==> config.mk <==
export PLATFORM = sky130hd
export DESIGN_NAME = dvp_pattern_tx
export DESIGN_NICKNAME = d
export VERILOG_FILES = /design/src/rtl/dvp_pkg.sv /design/src/rtl/dvp_pclk_gen.sv /design/src/rtl/dvp_pattern_tx.sv
export SDC_FILE = /design/constraint.sdc
export NUM_CORES = 1
export LEC_CHECK = 0
export CAP_MARGIN = 20
export CORE_MARGIN = 2
export CORE_UTILIZATION = 55
export DETAILED_ROUTE_END_ITERATION = 16
export PLACE_DENSITY = 0.76
export RECOVER_POWER = 100
export SLEW_MARGIN = 40
export SYNTH_ARGS = -nofsm -noshare
export SYNTH_HDL_FRONTEND = slang
export SYNTH_SLANG_ARGS = --single-unit
==> constraint.sdc <==
create_clock -name clk -period 2.13 [get_ports clk]
set_input_delay 0.426 -clock clk [delete_from_list [all_inputs] [get_ports clk]]
set_output_delay 0.426 -clock clk [all_outputs]
set_load 0.02 [all_outputs]
==> src/rtl/dvp_pkg.sv <==
// Shared types and constants for the synthetic DVP camera source.
package dvp_pkg;

  localparam int CNT_W = 16;

  typedef enum logic [2:0] {
    IDLE   = 3'd0,
    VS     = 3'd1,
    VBACK  = 3'd2,
    ACTIVE = 3'd3,
    HBLANK = 3'd4,
    VFRONT = 3'd5
  } state_e;

  typedef enum logic [1:0] {
    PAT_BYTE  = 2'd0,
    PAT_LINE  = 2'd1,
    PAT_CONST = 2'd2,
    PAT_ALT   = 2'd3
  } pattern_e;

endpackage

==> src/rtl/dvp_pclk_gen.sv <==
// Pixel clock generator: pclk runs at clk/2. The fall tick marks the clk
// cycle whose closing edge drives pclk low, so logic updated on that edge
// changes together with the pclk falling edge.
module dvp_pclk_gen (
  input  logic clk,
  input  logic rst_n,
  output logic pclk,
  output logic fall_tick
);

  // Toggle register producing a 50% duty pixel clock
  always_ff @(posedge clk or negedge rst_n) begin
    if (!rst_n) begin
      pclk <= 1'b0;
    end else begin
      pclk <= ~pclk;
    end
  end

  assign fall_tick = pclk;

endmodule

==> src/rtl/dvp_pattern_tx.sv <==
// Synthetic DVP sensor: produces pclk, vsync, href and data bytes with the
// timing of a parallel camera so the capture path can run without a sensor.
module dvp_pattern_tx
  import dvp_pkg::*;
#(
  parameter int               DATA_W    = 8,
  parameter int               H_BYTES   = 1280,
  parameter int               H_BLANK   = 144,
  parameter int               V_LINES   = 480,
  parameter int               VS_LEN    = 64,
  parameter int               V_BACK    = 32,
  parameter int               V_FRONT   = 32,
  parameter logic [DATA_W-1:0] CONST_VAL = DATA_W'(8'hA5)
) (
  input  logic              clk,
  input  logic              rst_n,
  input  logic              enable,
  input  logic [1:0]        pattern,
  output logic              pclk,
  output logic              vsync,
  output logic              href,
  output logic [DATA_W-1:0] d,
  output logic              frame_done,
  output logic              busy
);

  // Terminal counts; counters reload to zero instead of relying on overflow
  localparam logic [CNT_W-1:0] VS_LAST  = CNT_W'(VS_LEN - 1);
  localparam logic [CNT_W-1:0] VB_LAST  = CNT_W'(V_BACK - 1);
  localparam logic [CNT_W-1:0] HB_LAST  = CNT_W'(H_BYTES - 1);
  localparam logic [CNT_W-1:0] HBL_LAST = CNT_W'(H_BLANK - 1);
  localparam logic [CNT_W-1:0] VL_LAST  = CNT_W'(V_LINES - 1);
  localparam logic [CNT_W-1:0] VF_LAST  = CNT_W'(V_FRONT - 1);

  logic             fall_tick;
  state_e           state;
  pattern_e         pat_q;
  logic [CNT_W-1:0] cnt;
  logic [CNT_W-1:0] byte_cnt;
  logic [CNT_W-1:0] line_cnt;

  dvp_pclk_gen u_pclk_gen (
    .clk       (clk),
    .rst_n     (rst_n),
    .pclk      (pclk),
    .fall_tick (fall_tick)
  );

  function automatic logic [DATA_W-1:0] pixel_value(
    input pattern_e         pat,
    input logic [CNT_W-1:0] b,
    input logic [CNT_W-1:0] l
  );
    logic [DATA_W-1:0] v;
    case (pat)
      PAT_BYTE:  v = DATA_W'(b);
      PAT_LINE:  v = DATA_W'(l);
      PAT_CONST: v = CONST_VAL;
      default:   v = b[0] ? '1 : '0;
    endcase
    return v;
  endfunction

  // Frame sequencer; all DVP outputs are registered and move only on fall ticks
  always_ff @(posedge clk or negedge rst_n) begin
    if (!rst_n) begin
      state      <= IDLE;
      pat_q      <= PAT_BYTE;
      cnt        <= '0;
      byte_cnt   <= '0;
      line_cnt   <= '0;
      vsync      <= 1'b0;
      href       <= 1'b0;
      d          <= '0;
      frame_done <= 1'b0;
      busy       <= 1'b0;
    end else begin
      frame_done <= 1'b0;
      if (fall_tick) begin
        case (state)
          IDLE: begin
            if (enable) begin
              pat_q <= pattern_e'(pattern);
              vsync <= 1'b1;
              busy  <= 1'b1;
              cnt   <= '0;
              state <= VS;
            end
          end
          VS: begin
            if (cnt == VS_LAST) begin
              vsync <= 1'b0;
              cnt   <= '0;
              state <= VBACK;
            end else begin
              cnt <= cnt + 1'b1;
            end
          end
          VBACK: begin
            if (cnt == VB_LAST) begin
              href     <= 1'b1;
              byte_cnt <= '0;
              line_cnt <= '0;
              d        <= pixel_value(pat_q, '0, '0);
              cnt      <= '0;
              state    <= ACTIVE;
            end else begin
              cnt <= cnt + 1'b1;
            end
          end
          ACTIVE: begin
            if (byte_cnt == HB_LAST) begin
              href  <= 1'b0;
              d     <= '0;
              cnt   <= '0;
              state <= (line_cnt == VL_LAST) ? VFRONT : HBLANK;
            end else begin
              byte_cnt <= byte_cnt + 1'b1;
              d        <= pixel_value(pat_q, byte_cnt + 1'b1, line_cnt);
            end
          end
          HBLANK: begin
            if (cnt == HBL_LAST) begin
              line_cnt <= line_cnt + 1'b1;
              byte_cnt <= '0;
              href     <= 1'b1;
              d        <= pixel_value(pat_q, '0, line_cnt + 1'b1);
              cnt      <= '0;
              state    <= ACTIVE;
            end else begin
              cnt <= cnt + 1'b1;
            end
          end
          VFRONT: begin
            if (cnt == VF_LAST) begin
              frame_done <= 1'b1;
              cnt        <= '0;
              if (enable) begin
                pat_q <= pattern_e'(pattern);
                vsync <= 1'b1;
                busy  <= 1'b1;
                state <= VS;
              end else begin
                busy  <= 1'b0;
                state <= IDLE;
              end
            end else begin
              cnt <= cnt + 1'b1;
            end
          end
          default: begin
            state <= IDLE;
          end
        endcase
      end
    end
  end

endmodule

==> results of run 1 <==
==> worst paths after layout <==
path                                startpoint                  endpoint  slack [ns]  cells after the start
setup / recovery           cnt[15]$_DFFE_PN0P_  line_cnt[11]$_DFFE_PN0P_       -0.09                      8
hold / removal                d[5]$_DFFE_PN0P_          d[5]$_DFFE_PN0P_        0.49                      2
setup reg to reg           cnt[15]$_DFFE_PN0P_  line_cnt[11]$_DFFE_PN0P_       -0.09                      8
hold reg to reg               d[5]$_DFFE_PN0P_          d[5]$_DFFE_PN0P_        0.49                      2
max in group asynchronous                rst_n        cnt[4]$_DFFE_PN0P_        0.43                      2
min in group asynchronous                rst_n  byte_cnt[15]$_DFFE_PN0P_        0.58                      2
==> cell families after synthesis <==
| logic type | after synthesis |
|---|---|
| compound gates | 154 |
| xor+xnor | 13 |
| fa+ha+maj | 7 |
| buf+inv | 45 |
| flops | 66 |
| mux | 3 |
| simple gates | 198 |
==> sequential cells by signal, summed over array words and instances (netlist names) <==
register,cells
byte_cnt,16
cnt,16
line_cnt,16
d,8
state,3
pat_q,2
busy,1
frame_done,1
href,1
u_pclk_gen.fall_tick,1
vsync,1
==> layer usage <==
metal  up-vias  track usage (%)
li1       1981                -
met1      2067             36.6
met2       169             46.3
met3        39             4.67
met4         0             10.9
met5         -                0
==> timing repair <==
item / in CTS / in global routing
setup buffers: 0 / 11
cloned: 0 / 2
resized for setup: 5 / 61
hold buffers: 0 / 0
pin swaps: 1 / 18
endpoints found under the setup margin: 18 / 52
==> placed cells by master, fill, tap and decap left out, types with 8 or more instances in the layout <==
cell / count
xnor2_1: 10
inv_1: 10
a31oi_1: 11
buf_4: 80
and3_1: 12
nor2_1: 37
nand2_1: 54
o21ai_1: 13
clkbuf_8: 10
o21ai_0: 28
a22o_1: 8
nand4_1: 12
clkdlybuf4s50_1: 16
o21ai_2: 12
dfrtp_1: 65
nand3_1: 25
a21oi_1: 13
o31ai_1: 16
==> power by group through the flow <==
stage | clock network (W) | registers (W) | logic, W
global placement | 0 | 0.00160 | 0.00266
detailed placement | 0 | 0.00161 | 0.00273
floorplan | 0 | 0.00165 | 0.00166
CTS | 0.000936 | 0.00159 | 0.00276
finish | 0.000928 | 0.00160 | 0.00321
global route | 0.000992 | 0.00162 | 0.00347
==> worst min-delay path, stage by stage (launching register included) <==
cell	delay, ns
dfrtp_1	0.35
nand2_1	0.05
o31ai_1	0.05
==> through the flow <==
stage	TNS [ns]	setup WS (ns)	hold WS, ns
6_report	-0.322	-0.0900	0.486
5_1_grt	-2.72	-0.192	0.521
4_1_cts	-0.0886	-0.0317	0.106
3_5_place_dp	-2.27	-0.231	0.466
3_3_place_gp	-1.62	-0.179	0.458
2_1_floorplan	0	0.0691	0.130
==> cell type report <==
cell class	count	area [um2]	share of cell area (%)
repair buffers	106	897	16.8
multi-input cells	375	2470	46.2
well taps	99	124	2.32
clock inverters	3	17.5	0.328
inverters	10	37.5	0.703
flip-flops and latches	66	1650	31.0
clock buffers	11	141	2.65
==> out/qor.csv, run 1 <==
metric;value;unit
status;complete, but fails checks;
violations;capacitance limit, slew limit, setup timing;
top_layer;met4;
initial_utilization;56.9;%
synth_compound_area_share;25.1;%
synth.top_cell.area_share;39.8;%
synth_adder_area_share;2.11;%
fin_util;73.2;%
ys_ff_latch;66;
antenna_cells;0;
crit_required;2.34;ns
synth_most_common_cell;dfrtp_1;
grt_pass1_vias;3975;
path_clk_slew;0.07;ns
synth_nets;498;
antenna_found_initial;0;
drc;0;
grt_pass1_wl;18.7;mm
setup_slack;-0.0900;ns
cp_slowest_stage_delay;0.40;ns
synth_cell_types;66;
finalClockSkew;0.0104;ns
synth_top_family_by_area;compound AO/OA/AOI/OAI gates;
post_synth.cell_area_avg;8.54;um2
gp_congestion;0.917;
worst_slew_pin_slew;1.66;ns
crit_chain;or2_1, or3_4, o21ai_4, buf_6, o211ai_1, clkbuf_16, o21ai_0, o31ai_1;
async_flop_share;100;%
via_per_inst;6.35;
synth_simple_gate_area_share;24.8;%
hold_class;reg2reg;
cts_made_buffers;9;
yosys_warnings;0;
syn_inst;486;
vdd_drop_max;0.816;mV
syn_to_final_growth;28.7;%
die_area;8250;um2
io_buffers;17;
fillerInstances;555;
grtUsageTotal;27.9;%
ant_nets;0;
crit_buf_inv;2;
yosysSeqAreaShare;39.8;%
slew_headroom;-10.5;%
pwr-share-comb;56.0;%
p_int;0.00333;W
final_cells;670;
io_pins;18;
rsz0062_at_grt;yes;
cts_tree;built;
crit_fanout;16;
yosys.area_share.xor_xnor;2.74;%
wl_met2;5.77;mm
final_area;5340;um2
fmax;450;MHz
place_inst;643;
leakagePower;2.32;nW
end_kind;flip-flop;
clock_latency;0.34;ns
syn-cell-area;4150;um2
drv_slew;67;
cts_root_buf;clkbuf_8;
dp_hpwl;7.85;mm
clock_sinks;66;
synthMuxAreaShare;0.814;%
arrival;2.43;ns
die_y;90.9;um
drive_gt1_share;26.6;%
totalWireLength;11.6;mm
clock_power_share;16.2;%
rows;31;
critical_path_class;reg2reg;
wl_met3;702;um
setup_viol;12;
fin_crit_sh;104;%
hold_violations;0;
synth_commonest_cells;66 x dfrtp_1, 54 x nand2_1, 47 x o21ai_0, 40 x nor2_1, 28 x nand3_1;
max_cap_violations;1;
ys_top_cells_by_area;dfrtp_1 40%, o21ai_0 5.7%, nand2_1 4.9%;
power_density;1070;nW/um2
swShare;41.9;%
finalCriticalPeriod;2.22;ns
fp.dieW;90.9;um
total_power;0.00573;W
wl_per_cell;17.3;um
power_switching;0.00240;W
final_nets;580;
wl_met1;4.76;mm
htree_num_levels;3;
cp-start-kind;flip-flop;
cts.path.max_buffers;2;
grt_max_degree;67;
synth_top_cell_by_area;dfrtp_1;
core_area;7290;um2
first_iter_violations;374;
first_pass_iters;5;
place_area;4880;um2
synth-edff-count;0;
cp_slowest_cell;or3_4;
ys.flop_type;dfrtp_1;
critPathTopFamily;compound AO/OA/AOI/OAI gates;
overflow;0;
p_seq_share;27.8;%
vias;4256;
Power figures use the tool's default switching activity.
==> run 2: changes to the inputs <==
--- a/config.mk
+++ b/config.mk
@@ -5,7 +5,6 @@
 export SDC_FILE = /design/constraint.sdc
 export NUM_CORES = 1
 export LEC_CHECK = 0
-export CAP_MARGIN = 20
 export CORE_MARGIN = 2
 export CORE_UTILIZATION = 55
 export DETAILED_ROUTE_END_ITERATION = 16
==> results of run 2 <==
Same layout as run 1: the final DEF is identical, and so are final timing and power.
==> edit 1, RTL diff (settings of run 1) <==
The 6 states of `state_e` get a one-hot encoding in 6 bits.
--- a/src/rtl/dvp_pkg.sv
+++ b/src/rtl/dvp_pkg.sv
@@ -3,13 +3,13 @@
 
   localparam int CNT_W = 16;
 
-  typedef enum logic [2:0] {
-    IDLE   = 3'd0,
-    VS     = 3'd1,
-    VBACK  = 3'd2,
-    ACTIVE = 3'd3,
-    HBLANK = 3'd4,
-    VFRONT = 3'd5
+  typedef enum logic [5:0] {
+    IDLE   = 6'b000001,
+    VS     = 6'b000010,
+    VBACK  = 6'b000100,
+    ACTIVE = 6'b001000,
+    HBLANK = 6'b010000,
+    VFRONT = 6'b100000
   } state_e;
 
   typedef enum logic [1:0] {
Function: same outputs for any inputs over 10 cycles, from zero or initial values and one cycle with rst_n low; not proved beyond that.
==> edit 1 against run 1 <==
The run still ends with max-capacitance violations, max-slew violations, negative setup slack left. Count of clock-buffer cells in the layout decreased by 1. Power decreased by 26%. Sequential power decreased by 11%. Maximum frequency decreased by 18%. Final cell count increased by 3.6%. Highest routed layer unchanged. First-iteration DRC count decreased by 0.53%. Setup slack got worse by 0.49 ns. Final area increased by 11%. Wire length increased by 24%. Critical path type unchanged. Global-route usage increased by 6.6 points. Sequential cell count increased by 3. Sequential share of layout area decreased by 1.8 points. Synthesized area decreased by 2.6%.
==> edit 1: results (changes against run 1) <==
metric,value,unit,change
wl_met2,7.231,mm,+25%
setup_violations,68,,+56
comb-power,1.67,mW,-48%
critPathTopFamily,simple AND/OR/NAND/NOR gates,,
yosys-top-cells-area,"dfrtp_1, o21ai_0, nand2_1, nand3_1, nor2_1",,
arrival,2.95,ns,+0.52 ns
grt_usage,0.3447,,+0.06565
grt_max_degree,70,,+4.5%
grt_util_met3,0.07879,,+0.03205
gp_congestion,0.9272,,+1.1%
worst_pin_slew,1.747,ns,+0.09021 ns
min_path_type,reg2reg,,
drt_iter0_markers,372,,-0.53%
grt_pass1_wl,22.34,mm,+20%
clkPwrFrac,0.267,,+0.105
cellPowerDensity,712.0,mW/mm²,-34%
wl_met1,5.329,mm,+12%
route.met3.wl,948,µm,+35%
final_layout_size_suffix_gt1_frac,0.3882,,+0.1220
violations,"max-capacitance violations, max-slew violations, negative setup slack",,
p_switching,1.467,mW,-39%
outcome,"complete, but fails checks",,
synth_common_cells,"dfrtp_1, nand2_1, o21ai_0",,
dp_hpwl,8.177,mm,+4.1%
drt-pass1-iter-count,5,,unchanged
cap_violations,1,,unchanged
clkLatencyLatePin,0.37,ns,+0.03 ns
slew_viol_final,70,,+4.5%
setup_ws,-0.5815,ns,-0.4915 ns
yosysUniqueCellTypes,67,,+1.5%
postCtsSetupRepairBufs,12,,+12
wl_per_cell,20.66,µm,+19%
worst_clock_skew,0.01590,ns,+0.005540 ns
vias,4525,,+6.3%
nets,602,,+3.8%
yosysSeqAreaShare,0.4274,,+0.02935
globalRouteMet1Util,0.3811,,+0.01519
synth_nets,466,,-6.4%
crit_slowest_cell,or4_4,,
ctsResizeCount,90,,+85
cp_max_fo,7,,-9
antenna_found_initial,0,,unchanged
edit 1: per-stage QoR:
step / cell area, µm² / TNS (ns) / instances / worst slack, ns / hold WS (ns)
floorplan: 4163 / -21.85 / 454 / -0.5780 / 0.1304
global placement: 5147 / -21.66 / 659 / -0.4204 / 0.4496
detailed placement: 5147 / -23.32 / 659 / -0.4562 / 0.4589
CTS: 5764 / -19.33 / 688 / -0.4331 / 0.1002
global route: 5933 / -27.65 / 694 / -0.5983 / 0.5116
finish: 5933 / -25.04 / 694 / -0.5815 / 0.4738
edit 1: path summary, 6_finish.rpt:
check / startpoint / end / cells past startpoint
hold / removal: d[4]$_DFFE_PN0P_ / d[4]$_DFFE_PN0P_ / 2
setup reg to reg: cnt[7]$_DFFE_PN0P_ / line_cnt[4]$_DFFE_PN0P_ / 7
setup / recovery: cnt[7]$_DFFE_PN0P_ / line_cnt[4]$_DFFE_PN0P_ / 7
min in group asynchronous: rst_n / line_cnt[3]$_DFFE_PN0P_ / 2
max in group asynchronous: rst_n / byte_cnt[15]$_DFFE_PN0P_ / 2
hold reg to reg: d[4]$_DFFE_PN0P_ / d[4]$_DFFE_PN0P_ / 2
edit 1: logic make-up after synthesis:
kind of cell / after synthesis / synth area share
AND/OR/NAND/NOR: 202 / 0.2637
AO/OA/AOI/OAI: 126 / 0.2083
flip-flops: 69 / 0.4274
buffers and inverters: 29 / 0.03064
XOR/XNOR: 16 / 0.03466
adder cells (fa/ha/maj): 7 / 0.02166
multiplexers: 5 / 0.01362
edit 1: area by class of cell:
type	instances	area, µm²
clock buffer	10	137.6
sequential	69	1729
multi-input combinational	357	2645
inverter	9	33.78
tap	99	123.9
timing repair buffer	144	1201
clock inverter	6	62.56
fill	385	1242
==> edit 2, RTL diff (settings of run 1) <==
Without the edit above. `DATA_W`: 8 -> 12.
--- a/src/rtl/dvp_pattern_tx.sv
+++ b/src/rtl/dvp_pattern_tx.sv
@@ -3,7 +3,7 @@
 module dvp_pattern_tx
   import dvp_pkg::*;
 #(
-  parameter int               DATA_W    = 8,
+  parameter int               DATA_W    = 12,
   parameter int               H_BYTES   = 1280,
   parameter int               H_BLANK   = 144,
   parameter int               V_LINES   = 480,
Interface: changed (resized d); port bits go from 18 to 22. No check against the original RTL was run, so the function may have changed too.
==> edit 2 against run 1 <==
The flow still finishes with violations (max-capacitance violations, max-slew violations, negative setup slack). Via count increased by 9.8%. Global-route usage increased by 4.6 points. Maximum frequency decreased by 4.2%. Final area increased by 12%. Die area increased by 3.9%. Sequential share of layout area decreased by 1.6 points. Setup slack got worse by 0.097 ns. Synthesized area increased by 4.0%. Synthesized cell count increased by 6.0%. Sequential cell count increased by 4. Wire length increased by 26%. Critical endpoint is now byte_cnt[12]$_DFFE_PN0P_. Largest cell class unchanged.
Power is not compared: it rests on default switching activity, and its combinational part moved more than twofold at a synthesized area within 25%.
==> edit 2: results (changes against run 1) <==
metric,value,unit,change
outcome,"complete, but fails checks",,
violations,"max-capacitance violations, max-slew violations, negative setup slack",,
pre_cts_slack,-0.2311,ns,+0.0003660 ns
setup_violations,58,,+46
arrival,2.60,ns,+0.17 ns
nets,616,,+6.2%
dp_hpwl,8.643,mm,+10%
gp_congestion,0.9891,,+7.9%
drt_iter0_markers,438,,+17%
route.met3.wl,1.108,mm,+58%
synth.area.mux_share,0.01275,,+0.004611
worst_clock_skew,0.008009,ns,-0.002349 ns
numPortBuffers,21,,+4
crit_slowest_cell,dfrtp_1,,
cp_max_fo,14,,-2
finalSetupTns,-5.778,ns,-5.456 ns
cap_violations,1,,unchanged
wl_met1,5.456,mm,+15%
drt-total-wl,14.63,mm,+26%
yosysSeqAreaShare,0.4058,,+0.007727
wl_per_cell,20.58,µm,+19%
synth_compound_area_frac,0.2194,,-0.03118
netlist_instances,515,,+6.0%
synth_nets,527,,+5.8%
setup_ws,-0.1875,ns,-0.09743 ns
reg2reg_depth,5,,-3
critPathBufInv,0,,-2
slew_viol_final,32,,-52%
min_path_type,in2async,,
grt_usage,0.3248,,+0.04574
==> edit 2: cell count changes in the layout (fill, tap and decap cells not counted), sizes merged, moves of 6 or more <==
| cell | run 1 | this run |
|---|---|---|
| o21ai | 54 | 62 |
| a31oi | 12 | 3 |
| a221o | 7 | 0 |
| a21oi | 16 | 26 |
| xor2 | 3 | 13 |
| and2 | 2 | 8 |
| dlygate4sd3 | 0 | 17 |
| clkdlybuf4s50 | 16 | 3 |
| inv | 10 | 16 |
| clkbuf | 14 | 21 |
==> edit 2: routing by layer <==
layer,vias to the layer above,GRT usage
met3,78,0.05696
met2,295,0.5468
met5,-,0
met1,2251,0.4005
li1,2051,-
met4,0,0.1654
==> edit 2: worst reg2reg max path, delay by kind of cell, from the launching register on <==
kind / cells / cell delay [ns]
AO/OA/AOI/OAI: 1 / 0.13
AND/OR/NAND/NOR: 4 / 1.44
flip-flops: 1 / 0.67
==> edit 2: worst min-delay path by stage <==
stage	depth (start not counted)	slack, ns	start	to
global placement	2	0.46	d[3]$_DFFE_PN0P_	d[3]$_DFFE_PN0P_
detailed placement	2	0.47	d[4]$_DFFE_PN0P_	d[4]$_DFFE_PN0P_
floorplan	0	0.13	rst_n	busy$_DFFE_PN0P_
CTS	1	0.14	rst_n	d[9]$_DFFE_PN0P_
finish	1	0.49	rst_n	d[3]$_DFFE_PN0P_
global route	2	0.53	d[6]$_DFFE_PN0P_	d[6]$_DFFE_PN0P_
==> edit 2: cells by family after synthesis <==
logic type      after synthesis
simple gates                202
flops                        70
fa+ha+maj                     7
xor+xnor                     26
compound gates              152
mux                           5
buf+inv                      53
==> edit 2: where the power goes <==
group | switching, mW | leakage, nW | internal [mW]
Clock | 0.536 | 0.109 | 0.671
Sequential | 0 | 0.917 | 1.33
Combinational | 0.0277 | 1.62 | 0.00713
Total | 0.564 | 2.64 | 2.01
==> edit 2: layout make-up <==
| class | count | area [µm²] |
|---|---|---|
| sequential | 70 | 1752 |
| clock buffer | 14 | 182.7 |
| multi-input combinational | 394 | 2800 |
| timing repair buffer | 113 | 1010 |
| fill | 482 | 1678 |
| inverter | 16 | 60.06 |
| clock inverter | 2 | 37.54 |
| tap | 102 | 127.6 |
==> edit 2: stage by stage <==
stage / hold slack, ns / area, µm² / util
global placement: 0.4595 / 5219 / 0.6824
finish: 0.4855 / 5969 / 0.7806
detailed placement: 0.4716 / 5219 / 0.6824
floorplan: 0.1304 / 4438 / -
global route: 0.5291 / 5969 / 0.7806
CTS: 0.1367 / 5647 / 0.7384
==> edit 2: what timing repair did <==
action | CTS | global route
pin swaps | 8 | 24
cloned | 3 | 3
hold endpoints to repair | 0 | 0
gates resized for setup | 34 | 82
setup buffers | 4 | 3
endpoints found under the setup margin | 52 | 65
